### config.mk
export PLATFORM = sky130hd
export DESIGN_NAME = fetch_pc_unit
export DESIGN_NICKNAME = d
export VERILOG_FILES = /design/src/rtl/fetch_pc_unit.sv
export SDC_FILE = /design/constraint.sdc
export NUM_CORES = 1
export LEC_CHECK = 0
export ABC_CLOCK_PERIOD_IN_PS = 2070
export BUFFER_PORTS_ARGS = -buffer_cell sky130_fd_sc_hd__buf_2
export CAP_MARGIN = 10
export CELL_PAD_IN_SITES_DETAIL_PLACEMENT = 1
export CELL_PAD_IN_SITES_GLOBAL_PLACEMENT = 1
export CORE_UTILIZATION = 33
export DETAILED_ROUTE_END_ITERATION = 10
export GPL_TIMING_DRIVEN = 0
export HOLD_SLACK_MARGIN = 0.03
export PLACE_DENSITY_LB_ADDON = 0.1
export SYNTH_ARGS = -nofsm -noshare
export SYNTH_HDL_FRONTEND = slang
export SYNTH_SLANG_ARGS = --single-unit
### constraint.sdc
create_clock -name Clk -period 2.07 [get_ports Clk]
set_input_delay 0.5175 -clock Clk [delete_from_list [all_inputs] [get_ports Clk]]
set_output_delay 0.5175 -clock Clk [all_outputs]
set_load 0.02 [all_outputs]
### src/rtl/fetch_pc_unit.sv
// Fetch program-counter unit: sequences fetch requests to instruction memory,
// follows the branch predictor, and takes execute-stage redirects with priority.
module fetch_pc_unit #(
  parameter logic [31:0] RESET_VECTOR = 32'h0000_0000
) (
  input  logic        Clk,
  input  logic        Rst_n,
  input  logic [31:0] PredNextPC,
  input  logic        Stall,
  input  logic        Redirect,
  input  logic [31:0] RedirectPC,
  input  logic        FetchReady,
  output logic [31:0] PC,
  output logic        FetchValid,
  output logic        Flush,
  output logic [15:0] MispredCount,
  output logic        MisalignErr,
  output logic [1:0]  dbg_state
);

  typedef enum logic [1:0] {
    BOOT   = 2'd0,
    FETCH  = 2'd1,
    STALL  = 2'd2,
    BUBBLE = 2'd3
  } state_t;

  state_t      state;
  state_t      next_state;
  logic [31:0] next_pc;
  logic        handshake;

  // Handshake: a request at PC is accepted on a rising edge where FetchValid
  // and FetchReady are both 1. Once raised, FetchValid stays up until accepted;
  // only a Redirect may withdraw it.
  assign handshake = FetchValid & FetchReady;
  assign dbg_state = state;

  always_comb begin
    next_state = state;
    next_pc    = PC;
    if (Redirect) begin
      next_state = BUBBLE;
      next_pc    = {RedirectPC[31:2], 2'b00};
    end else begin
      case (state)
        BOOT:   next_state = FETCH;
        FETCH: begin
          if (handshake) begin
            next_pc    = PredNextPC;
            next_state = Stall ? STALL : FETCH;
          end
        end
        STALL:  if (!Stall) next_state = FETCH;
        BUBBLE: next_state = Stall ? STALL : FETCH;
        default: next_state = BOOT;
      endcase
    end
  end

  always_ff @(posedge Clk or negedge Rst_n) begin
    if (!Rst_n) begin
      state        <= BOOT;
      PC           <= RESET_VECTOR;
      FetchValid   <= 1'b0;
      Flush        <= 1'b0;
      MispredCount <= 16'h0000;
      MisalignErr  <= 1'b0;
    end else begin
      state      <= next_state;
      PC         <= next_pc;
      FetchValid <= (next_state == FETCH);
      Flush      <= Redirect;
      if (Redirect && (MispredCount != 16'hFFFF))
        MispredCount <= MispredCount + 16'h0001;
      if (Redirect && (RedirectPC[1:0] != 2'b00))
        MisalignErr <= 1'b1;
    end
  end

endmodule

==> out/qor.yml <==
floorplan:
  num_rows: 30
  die_h_um: 87.5
  die_w_um: 87.5
  die-area_sq_um: 7660
  core_sq_um: 6940
  io_pins: 122
  start_util: 0.348
global_route:
  grt_first_pass_wirelength_mm: 10.4
  grt_pass1_vias: 2139
  antenna_found_initial: 0
  grt_use_total: 0.177
  grt_overflow: 0
  grt_max_degree: 54
setup_path:
  max_stage_delay_ns: 0.51
  required_ns: 2.26
  arrival_ns: 1.87
  startpoint_type: "flop"
  path_cells: "ha_1, nand3_2, o41ai_4, nor3_1, xor2_1"
  critPathMaxFanout: 6
  cp-end-kind: "flop"
  critical_path_class: "flop to flop"
  slowest_stage: "o41ai_4"
logic_synthesis:
  synth_top_area_share: 0.550
  syn_area_per_cell_sq_um: 11.1
  yosysUniqueCellTypes: 30
  syn_inst: 218
  ys.flop_type: "dfrtp_1"
  synth_top_cell_by_area: "dfrtp_1"
  synth_edf_count: 0
  syn_area_sq_um: 2410
  synth-seq-cells: 53
  synth_warnings: 0
  syn-num-nets: 288
  yosysSeqAreaShare: 0.550
  synth-async-reset-ratio: 1.00
  ys_top_cells_by_area: "dfrtp_1 55%, mux2i_1 13%, nand2_1 6.2%, o21ai_0 5.2%, xnor2_1 2.5%"
timing:
  setup_viol: 0
  slew_headroom: 0.551
  period_share: 0.811
  period_minus_slack_ns: 1.68
  hold_viol: 0
  slew_violations: 0
  fin_tns_setup_ns: 0
  setup_ws_ns: 0.392
  tightest_slew_ns: 0.674
  max_freq_mhz: 596
  rsz0062_at_grt: "no"
  finClkSkew_ns: 0.00613
routing:
  firstDrtPassIters: 3
  drtAntennaViolNets: 0
  drt_iter0_markers: 22
  avgRoutedWirePerCell_um: 14.6
  via_count: 2080
  drc: 0
  viasPerCell: 4.68
  wl_mm: 6.47
place:
  pre_cts_ws_ns: 0.248
  dp_hpwl_mm: 4.86
  place.port_buffers: 121
  gp_congestion: 0.712
clock_tree:
  clkSinkCount: 53
  clk_pin_slew_ns: 0.10
  clockBufferDepth: 2
  cts_tree: "done"
  ctsResizeCount: 0
  h-tree-depth: 2
  cts_inserted_buffers: 5
  postCtsSetupBuffers: 0
  cts-root-buf: "clkbuf_8"
  clkLatencyLatePin_ns: 0.31
  cts_hold_buf: 0
outcome:
  status: "finished clean"
cells_and_area:
  diodes: 0
  area_delta_synth_final_pct: 34.9
  final_cell_mix: "126 x buf_2, 53 x dfrtp_1, 40 x nand2_1, 32 x mux2i_1, 25 x o21ai_0"
  drive_gt1_frac: 0.417
  fin_nets: 417
  layout_commonest_cell: "buf_2"
run:
  drv_cap: 0
pwr:
  power.leakage_nw: 1.84
  ir_drop_v: 0.000488
  p_per_area_nw_per_um2: 770
worst_hold_path:
  hp-class: "input port to asynchronous set/reset pin"
final cells by class:
class                           count  area, sq um
Clock inverter                      2         13.8
Clock buffer                        6         82.6
Sequential cell                    53         1330
Fill cell                         825         3690
Multi-Input combinational cell    152         1030
Tap cell                           96          120
Inverter                            2         7.51
Buffer                             11         47.5
Timing Repair Buffer              122          626
cells by family after synthesis:
kind of cell | Yosys count | synth area share
AOI/OAI and AO/OA | 36 | 0.0866
xor gates and xnor gates | 14 | 0.0508
adders and majority gates | 1 | 0.00518
buffers and inverters | 13 | 0.0228
DFF | 53 | 0.550
muxes | 32 | 0.133
and+or+nand+nor | 69 | 0.152
stage by stage:
stage	power, mW	hold slack [ns]	instance area (sq um)	std cells	utilization
floorplan	1.64	0.222	2410	218	-
global placement	1.91	0.448	3140	435	0.452
detailed placement	1.93	0.454	3140	435	0.452
CTS	2.55	0.335	3240	443	0.466
global route	2.67	0.279	3260	444	0.469
finish	2.51	0.233	3260	444	0.469
final timing paths:
check	startpoint	endpoint	slack (ns)	cells past startpoint
min in group Clk	Redirect	Flush	0.35	1
min reg2reg	MisalignErr	MisalignErr	0.48	1
min	Rst_n	PC[13]	0.23	1
max reg2reg	MispredCount[0]	MispredCount[6]	0.39	5
max	MispredCount[0]	MispredCount[6]	0.39	5
max in group asynchronous	Rst_n	MispredCount[14]	1.25	2
layer usage:
| metal | vias up | GRT usage | part of all wire |
|---|---|---|---|
| met5 | - | 0 | 0 |
| met1 | 994 | 0.227 | 0.45 |
| li1 | 1006 | - | - |
| met4 | 0 | 0.0566 | 0.013 |
| met2 | 72 | 0.303 | 0.48 |
| met3 | 8 | 0.0303 | 0.055 |
Yosys cell counts, types with 2 or more instances:
cell	number
and4_1	2
nand2b_1	3
nand2_1	40
nor2_1	5
dfrtp_1	53
o21ai_0	25
buf_2	5
mux2i_1	32
nand4_1	4
xor2_1	7
and3_1	3
xnor2_1	7
nor3_1	2
clkbuf_1	6
o21ai_1	9
power by group:
group          internal (mW)  switching, mW  leakage, nW
Clock                  0.272          0.339       0.0512
Combinational          0.246          0.371         1.13
Sequential              1.16          0.121        0.652
worst max-delay path, delay by kind of cell, from the launching register on:
family	cells	cell delay (ns)
AO/OA/AOI/OAI	1	0.51
flip-flops	1	0.42
AND/OR/NAND/NOR	2	0.28
adder cells (fa/ha/maj)	1	0.21
XOR/XNOR	1	0.16
sequential cells by signal (all words and copies together), names as in the netlist:
| signal | cells |
|---|---|
| MispredCount | 16 |
| MisalignErr | 1 |
| dbg_state | 2 |
| FetchValid | 1 |
| PC | 32 |
| Flush | 1 |
No activity file was read; power rests on OpenSTA's default activity.
